--- config.mk ---
export PLATFORM = sky130hd
export DESIGN_NAME = ssd_display_scheduler
export DESIGN_NICKNAME = d
export VERILOG_FILES = /design/src/rtl/ssd_display_scheduler.sv
export SDC_FILE = /design/constraint.sdc
export NUM_CORES = 1
export LEC_CHECK = 0
export BUFFER_PORTS_ARGS = -buffer_cell sky130_fd_sc_hd__buf_2
export CAP_MARGIN = 20
export CORE_ASPECT_RATIO = 0.75
export CORE_MARGIN = 10
export CORE_UTILIZATION = 55
export CTS_BUF_LIST = sky130_fd_sc_hd__clkbuf_8
export CTS_CLUSTER_DIAMETER = 120
export DETAILED_ROUTE_END_ITERATION = 16
export PLACE_DENSITY = 0.94
export REMOVE_ABC_BUFFERS = 1
export SETUP_SLACK_MARGIN = 0.2
export SLEW_MARGIN = 40
export SYNTH_ARGS = -nofsm -noshare
export SYNTH_HDL_FRONTEND = slang
export SYNTH_SLANG_ARGS = --single-unit
export TNS_END_PERCENT = 20
--- constraint.sdc ---
create_clock -name clk -period 2.4 [get_ports clk]
set_clock_uncertainty 0.15 [all_clocks]
set_input_delay 0 -clock clk [delete_from_list [all_inputs] [get_ports clk]]
set_output_delay 0 -clock clk [all_outputs]
set_load 0.01 [all_outputs]
--- src/rtl/ssd_display_scheduler.sv ---
// Round-robin arbiter that lends one 4-digit SSD controller to two requesters,
// keeping each granted value on the display for at least HOLD_CYCLES clocks.
module ssd_display_scheduler #(
  parameter int unsigned HOLD_CYCLES = 24'd10_000_000,
  parameter int unsigned CNT_W       = 24
) (
  input  logic        clk,
  input  logic        rst,
  input  logic [1:0]  req,
  input  logic [15:0] data0,
  input  logic [15:0] data1,
  input  logic [3:0]  mode0,
  input  logic [3:0]  mode1,
  input  logic        clr,
  output logic [1:0]  ack,
  output logic [3:0]  digit3,
  output logic [3:0]  digit2,
  output logic [3:0]  digit1,
  output logic [3:0]  digit0,
  output logic [3:0]  mode,
  output logic        owner,
  output logic        busy
);

  typedef enum logic [1:0] {
    S_IDLE = 2'd0,
    S_HOLD = 2'd1,
    S_PARK = 2'd2
  } state_e;

  localparam logic [CNT_W-1:0] HOLD_LAST = CNT_W'(HOLD_CYCLES - 1);

  state_e           state_q, state_d;
  logic [CNT_W-1:0] count_q, count_d;
  logic [15:0]      digits_q, digits_d;
  logic [3:0]       mode_q, mode_d;
  logic [1:0]       ack_q, ack_d;
  logic             owner_q, owner_d;

  logic grant_window;
  logic winner;

  // Hold expiry (count==0) reopens the arbiter on the same edge, so grants
  // are spaced exactly HOLD_CYCLES edges apart when requests are continuous.
  assign grant_window = (state_q != S_HOLD) || (count_q == '0);
  assign winner       = (&req) ? ~owner_q : req[1];

  always_comb begin
    state_d  = state_q;
    count_d  = count_q;
    digits_d = digits_q;
    mode_d   = mode_q;
    owner_d  = owner_q;
    ack_d    = '0;

    if (clr) begin
      state_d = S_IDLE;
      mode_d  = '0;
    end else if (grant_window && (req != 2'b00)) begin
      state_d  = S_HOLD;
      count_d  = HOLD_LAST;
      owner_d  = winner;
      digits_d = winner ? data1 : data0;
      mode_d   = winner ? mode1 : mode0;
      ack_d    = winner ? 2'b10 : 2'b01;
    end else if (state_q == S_HOLD) begin
      if (count_q != '0) begin
        count_d = count_q - CNT_W'(1);
      end else begin
        state_d = S_PARK;
      end
    end
  end

  always_ff @(posedge clk or negedge rst) begin
    if (!rst) begin
      state_q  <= S_IDLE;
      count_q  <= '0;
      digits_q <= '0;
      mode_q   <= '0;
      ack_q    <= '0;
      owner_q  <= 1'b1;
    end else begin
      state_q  <= state_d;
      count_q  <= count_d;
      digits_q <= digits_d;
      mode_q   <= mode_d;
      ack_q    <= ack_d;
      owner_q  <= owner_d;
    end
  end

  assign ack    = ack_q;
  assign digit3 = digits_q[15:12];
  assign digit2 = digits_q[11:8];
  assign digit1 = digits_q[7:4];
  assign digit0 = digits_q[3:0];
  assign mode   = mode_q;
  assign owner  = owner_q;
  assign busy   = (state_q == S_HOLD);

endmodule
# After elaboration in Yosys (flattened, before gate mapping)
# Index checks and enable logic that the tools add are counted.
[totals]
n_memories = 0
word_cells = 40
out_inout_bits = 24
regBits = 49
latch_bits = 0
in_bits = 45
mem_bits_rw = 0
rom_bits = 0
[classes]
eq_ne = 3
mux = 15
n_addsub = 1
div = 0
n_lt_le_gt_ge = 0
shifts = 0
n_reduce_logical = 13
n_mul = 0
bitwise_logic = 2
[op_table]
columns = ["op", "n"]
rows = [
  ["24-bit two-way mux", 3],
  ["24-bit zero test", 1],
  ["24-bit nonzero test", 1],
  ["24-bit by 1-bit subtractor with 24-bit output (second input constant)", 1],
  ["16-bit two-way mux", 1],
  ["2-bit two-way mux", 7],
  ["4-bit two-way mux", 3],
  ["2-bit nonzero test", 4],
  ["2-bit AND reduction", 3],
  ["3-bit != test (second input constant)", 1],
  ["3-bit AND reduction", 1],
  ["3-bit nonzero test", 1],
  ["2-bit by 1-bit equality test with 1-bit output (second input constant)", 1],
  ["2-bit by 1-bit != test with 1-bit output (second input constant)", 1],
  ["1-bit NOT", 2],
  ["1-bit logical AND", 1],
  ["1-bit logical OR", 1],
  ["1-bit two-way mux", 1],
]

# Longest topological paths before layout
# Gate-level depths: netlist (run 1).
[logic_depth]
depth_word = 5
ltp_mapped = 8
ltp_nobuf = 7

# Least setup slack after synthesis (run 1)
# No wires, ideal clock.
[synth_path]
path_kind = "reg2reg"
start = "register count_q[0]"
end = "register digits_q[10]"
setup_time_ns = 0.128
path_buffers = 1
synth_period_minus_slack_ns = 2.235
t_arrival_ns = 1.958
stages_incl_launch_ff = 9
t_required_ns = 2.122
slack_ns = 0.165
cell_sequence = "dfrtp_1 inv_1 ha_1 nor3b_1 and4_4 a21oi_2 nor3_2 buf_4 mux2_1"
[synth_between]
elab_chain_cells = 4
[synth_lines]
columns = ["element", "line_no", "source"]
rows = [
  ["start: declaration", "34", "logic [CNT_W-1:0] count_q, count_d;"],
  ["start signal: assignment", "85", "count_q <= count_d;"],
  ["24-bit zero test", "45", "assign grant_window = (state_q != S_HOLD) || (count_q == '0);"],
  ["1-bit logical OR", "45", ""],
  ["1-bit logical AND", "59", "end else if (grant_window && (req != 2'b00)) begin"],
  ["2-bit AND reduction (no source line)", "-", ""],
  ["end signal: assignment", "86", "digits_q <= digits_d;"],
  ["end: declaration", "35", "logic [15:0] digits_q, digits_d;"],
]
# Every way passes these cells.
# A chain may end at the register's enable or synchronous reset.

# Worst setup path in the final report (run 1)
[layout_path]
start = "register count_q[6]"
end = "register count_q[18]"
[layout_between]
elab_chain_cells = 5
word_cells_on_any_way = 11
classes_between = "1 x add/sub; 3 x mux; 7 x reduce/logical"
[layout_lines]
columns = ["element"]
rows = [
  ["branches (longest 5 deep; another with 24-bit by 1-bit subtractor with 24-bit output)"],
]
# Several ways; the timed one is not identified. The select of a mux whose other input is x is not followed.

==> results_dict.tcl, run 1 <==
set metrics [dict create \
    hold_class "primary input to asynchronous set/reset pin" \
    clock_tree.root_cell "clkbuf_8" \
    initial_core_util 0.578 \
    powerDensity_mw_per_mm2 661 \
    worstMarginPinSlew_ps 699 \
    start_kind "flop" \
    status "finished with violations" \
    yosysSeqAreaShare 0.467 \
    tritoncts "done" \
    finalWorstSetupSlack_ps -139 \
    path_clk_slew_ps 100 \
    r2r_slack_ps -140 \
    grt_setup_unrepaired "true" \
    nFillCells 197 \
    ioPinCount 69 \
    grt-ovfl-total 0 \
    grt_pass1_vias 3043 \
    die_area_mm2 0.00797 \
    die_h_um 79.8 \
    violations "negative setup slack" \
    reg2regPathDepth 6 \
    synth-edff-count 0 \
    synth_top_area_cell "dfrtp_1" \
    worstReg2RegEnd "count_q[18]" \
    crit_path_start "count_q[6]" \
    drive_gt1_frac 0.407 \
    p_leak_nw 1.72 \
    syn_inst 238 \
    yosys-top-cells-area "dfrtp_1 (46%), mux2_1 (7.3%), mux2_2 (6.9%)" \
    finalMaxSlewViolations 0 \
    stdcell_count 440 \
    worstPathArrival_ps 2580 \
    htreeDepth 2 \
    cts_buffers 5 \
    drc_errors 0 \
    io_buffers 68 \
    r2r_start "count_q[6]" \
    finalPower_mw 2.64 \
    synthArstFlopShare 1.00 \
    yosysWarnings 0 \
    drtIter0Drc 445 \
    antenna_left 0 \
    drt_wl_total_um 12200 \
    core_area_mm2 0.00455 \
    avgSynthCellArea_um2 11.0 \
    ys_ff_latch 49 \
    place_congestion 0.907 \
    min_period_ps 2540 \
    dp_hpwl_um 5280 \
    end_kind "flop" \
    slowest_stage "o31ai_1" \
    slowest_delay_ps 640 \
    rows 21 \
    grt_pass1_wl_um 16700 \
    synth_area_mm2 0.00263 \
    yosysUniqueCellTypes 46 \
    synth.top_cell.area_share 0.457 \
    hold_viol 0 \
    antenna_found_initial 7 \
    grt_use_total 0.270 \
    cts_sinks 49 \
    die_x_um 99.8 \
    multi_input_comb_area_mm2 0.00146 \
    cts_buffer_depth 2 \
    ir_drop_mv 0.658 \
    setup_viol 4 \
    crit_required_ps 2440 \
    crit_path_cell_trace "nor4_4, and4_4, buf_4, o211ai_2, o31ai_1, a21oi_1" \
    fmax_ghz 0.394 \
    regArea_mm2 0.00123 \
    vias 3097 \
    critPathCapture "count_q[18]" \
    synth_ff_type "dfrtp_1" \
    avgViaCountPerCell 7.04 \
    syn_to_final_growth_pct 52.0 \
    cp_max_fo 6 \
    wl_per_cell_um 27.8 \
    first_pass_iters 9 \
    nets 421 \
    drv_cap 0 \
    maxSlewHeadroom 0.530 \
    critPathKind "flop to flop" \
    grt_start_max_net_pins 32 \
    period_share 1.06 \
    placed_cells 369 \
    clkLatencyLatePin_ps 330 \
]
## critical path: cells and delay by family, from the launching register on
family | cells | cell delay (ps)
and+or+nand+nor | 2 | 700
DFF | 1 | 470
buffers and inverters | 1 | 140
AOI/OAI and AO/OA | 3 | 950
## Yosys cell counts, types with 2 or more instances
library cell and count:
dfrtp_1 48, nand2_1 10, o21ai_2 2, nor4_2 3
nand3_1 6, nor4_1 7, a21oi_1 9, or4_1 3
o21ai_1 3, buf_4 3, mux2i_1 12, a211oi_1 5
nor3_1 10, a21oi_2 2, or3_1 2, a32oi_1 2
mux2_2 16, clkbuf_1 7, a31oi_1 2, mux2_1 17
inv_1 5, nor2_1 16, o2bb2ai_1 6, a2bb2oi_1 8
o22a_1 2, o21ai_0 8, o31ai_1 2, and2_1 2
nand2b_1 2, nand4_1 2
## cell families (layout without fill, tap and decap cells)
logic type / after synthesis / in the layout / share of synthesized area
AO/OA/AOI/OAI: 57 / 57 / 0.157
XOR/XNOR: 1 / 1 / 0.00334
adder cells (fa/ha/maj): 1 / 1 / 0.00476
buffers and inverters: 15 / 153 / 0.0257
flip-flops: 49 / 49 / 0.467
multiplexers: 45 / 45 / 0.187
other: 0 / 7 / 0
AND/OR/NAND/NOR: 70 / 70 / 0.154
## worst min path at each step
stage,startpoint,to,slack (ps),cells past startpoint
2_1_floorplan,rst,ack[0],-450,0
3_3_place_gp,rst,digits_q[12],-200,1
3_5_place_dp,rst,digits_q[11],-200,1
4_1_cts,clr,mode[0],10,2
5_1_grt,rst,digits_q[1],40,2
6_report,rst,digits_q[8],5,2
## final cells by class
cell class | count | area share
well taps | 57 | 0.0179
multi-input cells | 174 | 0.365
diodes | 7 | 0.00439
flip-flops and latches | 49 | 0.308
clock buffers | 6 | 0.0207
clock inverters | 2 | 0.00940
repair buffers | 140 | 0.270
inverters | 5 | 0.00470
## placed cells by master (no fill, tap or decap), types with 3 or more instances in the layout
master,count
mux2_2,16
mux2_1,10
nand2_1,10
or4_1,3
a21oi_1,9
o21ai_0,8
o2bb2ai_1,6
o21ai_1,3
dfrtp_1,47
nor4_4,3
buf_2,68
dlygate4sd3_1,43
nor4_1,4
a211oi_1,4
nor4_2,4
nor3_1,10
buf_4,20
inv_1,3
nand3_1,6
nor2_1,16
mux2i_1,12
mux2_4,7
buf_6,5
diode_2,7
clkbuf_8,6
a2bb2oi_1,8
## routing by layer
metal	vias to the layer above	track usage	part of all wire
met4	0	0.217	0.092
met1	1431	0.277	0.32
met2	339	0.470	0.47
met5	-	0	0
met3	134	0.0597	0.12
li1	1193	-	-
## report_power, final
part           switching [mW]  internal (mW)
clock network           0.318          0.339
logic                   0.407          0.415
registers               0.190          0.968
## state kept, by name, summed over array words and instances, names as in the netlist
signal    count
ack           2
count_q      24
digits_q     16
mode          4
owner         1
state_q       2
## through the flow
step	hold WS, ps	worst slack [ps]	TNS (ps)	util	cell area [um2]
after CTS	11.3	188	0	0.836	3800
after global placement	-199	148	0	0.688	3130
after floorplan	-446	-455	-8330	-	2580
after global routing	39.9	-113	-417	0.878	3990
after detailed placement	-199	26.0	0	0.688	3130
final	5.21	-139	-260	0.878	3990
## timing repair
item | CTS | global route
pin swaps | 1 | 6
hold endpoints to repair | 69 | 0
hold buffers | 43 | 0
gates resized for setup | 7 | 27
endpoints found under the setup margin | 44 | 44
cloned | 2 | 1
buffers inserted | 4 | 6
Note: power is estimated with default switching activity, not from simulation.
==> run 2: changes to the inputs <==
--- a/config.mk
+++ b/config.mk
@@ -9,11 +9,11 @@
 export CAP_MARGIN = 20
 export CORE_ASPECT_RATIO = 0.75
 export CORE_MARGIN = 10
-export CORE_UTILIZATION = 55
+export CORE_UTILIZATION = 49
 export CTS_BUF_LIST = sky130_fd_sc_hd__clkbuf_8
 export CTS_CLUSTER_DIAMETER = 120
 export DETAILED_ROUTE_END_ITERATION = 16
-export PLACE_DENSITY = 0.94
+export PLACE_DENSITY = 0.89
 export REMOVE_ABC_BUFFERS = 1
 export SETUP_SLACK_MARGIN = 0.2
 export SLEW_MARGIN = 40
==> constraint.sdc (replaced) <==
create_clock -name clk -period 2.15 [get_ports clk]
set_clock_uncertainty 0.15 [all_clocks]
set_input_delay 0 -clock clk [delete_from_list [all_inputs] [get_ports clk]]
set_output_delay 0 -clock clk [all_outputs]
set_load 0.01 [all_outputs]
==> run 2 against run 1 <==
Compared with the run above: the flow still finishes with violations (negative setup slack); power up 7.0%; clock-buffer cell count down 1; die area up 9.4%; critical endpoint is now digits_q[14]; largest cell class unchanged; largest power group unchanged.
==> results_dict.tcl, run 2 (synthesis results as in run 1) <==
set metrics [dict create \
    drtIter0Drc 308 \
    regMostFlops "count_q" \
    crit_required_ps 2210 \
    finalPower_mw 2.82 \
    dp_hpwl_um 5680 \
    die_area_mm2 0.00872 \
    cp_max_fo 20 \
    cts_buffers 5 \
    worstMarginPinSlew_ps 592 \
    wl_per_cell_um 25.8 \
    maxSlewHeadroom 0.606 \
    finalInstanceArea_mm2 0.00408 \
    grt_pass1_wl_um 17400 \
    htreeDepth 2 \
    start_kind "flop" \
    status "finished with violations" \
    place_congestion 0.855 \
    worstPathArrival_ps 2360 \
    p_leak_nw 1.75 \
    final_cell_mix "buf_2 (68), dfrtp_1 (48), dlygate4sd3_1 (44)" \
    grt_use_total 0.250 \
    die_x_um 105 \
    drt_wl_total_um 11800 \
    n_antenna_cell 0 \
    hold_class "primary input to asynchronous set/reset pin" \
    antenna_left 0 \
    drc_errors 0 \
    drive_gt1_frac 0.454 \
    finalWorstSetupSlack_ps -160 \
    grt-ovfl-total 0 \
    path_clk_slew_ps 100 \
    io_buffers 68 \
    initial_core_util 0.521 \
    grt_setup_unrepaired "true" \
    clkLatencyLatePin_ps 320 \
    nets 433 \
    tritoncts "done" \
    clock_tree.root_cell "clkbuf_8" \
    vias 2988 \
    grt_busiest_layer "met2" \
    core_area_mm2 0.00504 \
    fmax_ghz 0.433 \
    met3_usage 0.0448 \
    grtUsageMet2 0.460 \
    violations "negative setup slack" \
    drv_cap 0 \
    nFillCells 260 \
    end_kind "flop" \
    ioPinCount 69 \
    grt_pass1_vias 3152 \
    ir_drop_mv 0.451 \
    layout_commonest_cell "buf_2" \
    grt_start_max_net_pins 25 \
    rows 22 \
    syn_to_final_growth_pct 55.2 \
    setup_viol 32 \
    cts_buffer_depth 2 \
    largest_reg_flops 24 \
    first_pass_iters 5 \
    use_met1 0.263 \
    avgViaCountPerCell 6.50 \
    critPathKind "flop to flop" \
    cts_sinks 49 \
    dpl_worst_slack_ps -115 \
    powerDensity_mw_per_mm2 692 \
    min_period_ps 2310 \
    antenna_found_initial 0 \
    period_share 1.07 \
    hold_viol 0 \
    placed_area_mm2 0.00332 \
    die_h_um 83.4 \
    finalMaxSlewViolations 0 \
]
==> run 2: cell type report <==
| class | count | area [um2] | share of cell area |
|---|---|---|---|
| Clock inverter | 3 | 15.0 | 0.00368 |
| Sequential cell | 49 | 1230 | 0.301 |
| Multi-Input combinational cell | 174 | 1540 | 0.379 |
| Clock buffer | 5 | 68.8 | 0.0169 |
| Timing Repair Buffer | 152 | 1110 | 0.273 |
| Inverter | 5 | 18.8 | 0.00460 |
| Tap cell | 72 | 90.1 | 0.0221 |
==> run 2: worst paths after layout <==
path,from,end,slack [ps],depth (start not counted)
min in group clk,req[0],state_q[1],150,3
max,count_q[12],digits_q[14],-160,7
min,rst,digits_q[1],100,2
min reg2reg,digits_q[0],digits_q[0],350,1
max reg2reg,count_q[12],digits_q[14],-160,7
max in group asynchronous,rst,count_q[19],1100,3
==> run 2: layer usage <==
metal	vias up	part of all wire
met5	-	0
met4	0	0.073
met3	104	0.091
met2	279	0.50
met1	1397	0.33
li1	1208	-
==> run 2: timing repair <==
item / CTS / global route
pin swaps: 23 / 7
cloned: 0 / 0
buffers inserted: 1 / 0
endpoints found under the setup margin: 48 / 48
endpoints found under the hold margin: 70 / 0
resized for setup: 36 / 11
hold buffers: 44 / 0
==> run 2: metrics by stage <==
step                utilization  TNS, ps  cells  hold slack (ps)
floorplan                     -   -14250    228             -446
global placement          0.658   -0.412    407             -139
detailed placement        0.658    -1600    407             -139
CTS                       0.799     -579    460             62.4
global route              0.809    -4280    460              125
finish                    0.809    -2280    460             96.6
==> run 2: report_power, final <==
part	total, mW	internal [mW]	switching [mW]
Combinational	0.984	0.475	0.509
Clock	0.572	0.222	0.349
Sequential	1.27	1.08	0.185
==> run 2: worst max-delay path, stage by stage, from the launching register on <==
cell and delay (ps):
dfrtp_1 420, nor4_4 310, buf_4 180, and4_4 230, a21oi_2 80, nor3_2 250, buf_12 210, mux2_2 370
==> run 3: changes to the inputs <==
--- a/config.mk
+++ b/config.mk
@@ -13,6 +13,7 @@
 export CTS_BUF_LIST = sky130_fd_sc_hd__clkbuf_8
 export CTS_CLUSTER_DIAMETER = 120
 export DETAILED_ROUTE_END_ITERATION = 16
+export MAX_ROUTING_LAYER = met4
 export PLACE_DENSITY = 0.89
 export REMOVE_ABC_BUFFERS = 1
 export SETUP_SLACK_MARGIN = 0.2
@@ -20,4 +21,4 @@
 export SYNTH_ARGS = -nofsm -noshare
 export SYNTH_HDL_FRONTEND = slang
 export SYNTH_SLANG_ARGS = --single-unit
-export TNS_END_PERCENT = 20
+export TNS_END_PERCENT = 1
==> run 3 against run 2 <==
Compared with the run above: the run still ends with negative setup slack left; worst setup slack lost 0.72 ps; combinational power grew 1%; design area rose by 1.2%; critical endpoint is now digits_q[6].
==> results_dict.tcl, run 3 (synthesis results as in run 1) <==
set metrics [dict create \
    die_area_mm2 0.00872 \
    nets 434 \
    use_met1 0.259 \
    hold-worst-slack_ps 68.8 \
    violations "negative setup slack" \
    antenna_found_initial 0 \
    vias 3004 \
    crit_required_ps 2210 \
    drc_errors 0 \
    critPathKind "flop to flop" \
    maxSlewHeadroom 0.599 \
    finalPower_mw 2.84 \
    avgViaCountPerCell 6.52 \
    final_cell_mix "buf_2 (68), dfrtp_1 (47), dlygate4sd3_1 (44)" \
    htreeDepth 2 \
    finalMaxSlewViolations 0 \
    placed_area_mm2 0.00332 \
    worstMarginPinSlew_ps 601 \
    period_share 1.07 \
    grt_use_total 0.263 \
    finalWorstSetupSlack_ps -160 \
    drive_gt1_frac 0.463 \
    first_pass_iters 5 \
    fmax_ghz 0.433 \
    status "finished with violations" \
    drt_wl_total_um 11500 \
    worstPathArrival_ps 2380 \
    rows 22 \
    grtUsageMet2 0.455 \
    initial_core_util 0.521 \
    path_clk_slew_ps 110 \
    grt_pass1_wl_um 17900 \
    hold_class "primary input to asynchronous set/reset pin" \
    start_kind "flop" \
    clock_tree.root_cell "clkbuf_8" \
    drtIter0Drc 504 \
    layout_commonest_cell "buf_2" \
    r2r_start "count_q[1]" \
    powerDensity_mw_per_mm2 688 \
    n_antenna_cell 0 \
    grt_setup_unrepaired "true" \
    die_x_um 105 \
    grt_busiest_layer "met2" \
    wl_per_cell_um 25.0 \
    end_kind "flop" \
    syn_to_final_growth_pct 57.0 \
    hold_viol 0 \
    min_period_ps 2310 \
    antenna_left 0 \
    finalInstanceArea_mm2 0.00412 \
    setup_viol 29 \
    nFillCells 256 \
    grt_pass1_vias 3269 \
    grt-ovfl-total 0 \
    largest_reg_flops 24 \
    ir_drop_mv 0.441 \
    p_leak_nw 1.77 \
    cp_max_fo 20 \
    die_h_um 83.4 \
    worstReg2RegEnd "digits_q[6]" \
    setup_tns_ps -2740 \
    tritoncts "done" \
    met3_usage 0.0548 \
    drv_cap 0 \
    grt_start_max_net_pins 25 \
    crit_path_start "count_q[1]" \
    reg2regPathDepth 8 \
    io_buffers 68 \
    cts_buffer_depth 2 \
    critPathCapture "digits_q[6]" \
    clkLatencyLatePin_ps 330 \
    cts_buffers 5 \
    dp_hpwl_um 5680 \
    r2r_slack_ps -160 \
    regMostFlops "count_q" \
    ioPinCount 69 \
    cts_sinks 49 \
    core_area_mm2 0.00504 \
    place_congestion 0.869 \
]
==> run 3: metrics by stage <==
stage,utilization,cells,worst slack (ps)
global placement,0.658,407,-0.338
CTS,0.801,460,-52.9
finish,0.819,461,-160
detailed placement,0.658,407,-115
floorplan,-,228,-705
global route,0.819,461,-186
==> run 3: metal layers <==
metal | wire length [um] | share of wire | vias up
met4 | 911 | 0.079 | 0
met2 | 5850 | 0.51 | 268
met3 | 971 | 0.084 | 107
met5 | 0 | 0 | -
li1 | - | - | 1209
met1 | 3800 | 0.33 | 1420
==> run 3: timing repair <==
| action | in CTS | in global routing |
|---|---|---|
| hold buffers | 44 | 0 |
| setup endpoints to repair | 48 | 48 |
| resized for setup | 37 | 16 |
| pin swaps | 24 | 12 |
| setup buffers | 1 | 1 |
| hold endpoints to repair | 70 | 0 |
==> run 3: power breakdown <==
part / switching (mW) / internal (mW) / leakage (nW)
combinational: 0.508 / 0.486 / 1.14
sequential: 0.187 / 1.08 / 0.579
clock: 0.350 / 0.222 / 0.0467
total: 1.04 / 1.79 / 1.77
==> run 3: layout make-up <==
class,count,area (um2),area share
timing repair buffer,153,1120,0.272
sequential,49,1230,0.298
tap,72,90.1,0.0218
multi-input combinational,174,1580,0.384
inverter,5,18.8,0.00455
clock buffer,5,68.8,0.0167
clock inverter,3,15.0,0.00364
==> run 3: worst min path at each step <==
stage	slack, ps	cells after the start	endpoint	startpoint
2_1_floorplan	-450	0	ack[0]	rst
3_3_place_gp	-140	1	digits_q[1]	rst
3_5_place_dp	-140	1	digits_q[1]	rst
4_1_cts	60	2	digits_q[2]	rst
5_1_grt	120	2	digits_q[10]	rst
6_report	70	2	digits_q[3]	rst
==> run 3: worst max-delay path, cell delays in order (launching register included) <==
cell     delay (ps)
dfrtp_1         420
inv_2           100
ha_4            150
nor3b_4         220
and4_4          280
a21oi_2          70
nor3_2          240
buf_12          210
mux2_1          360
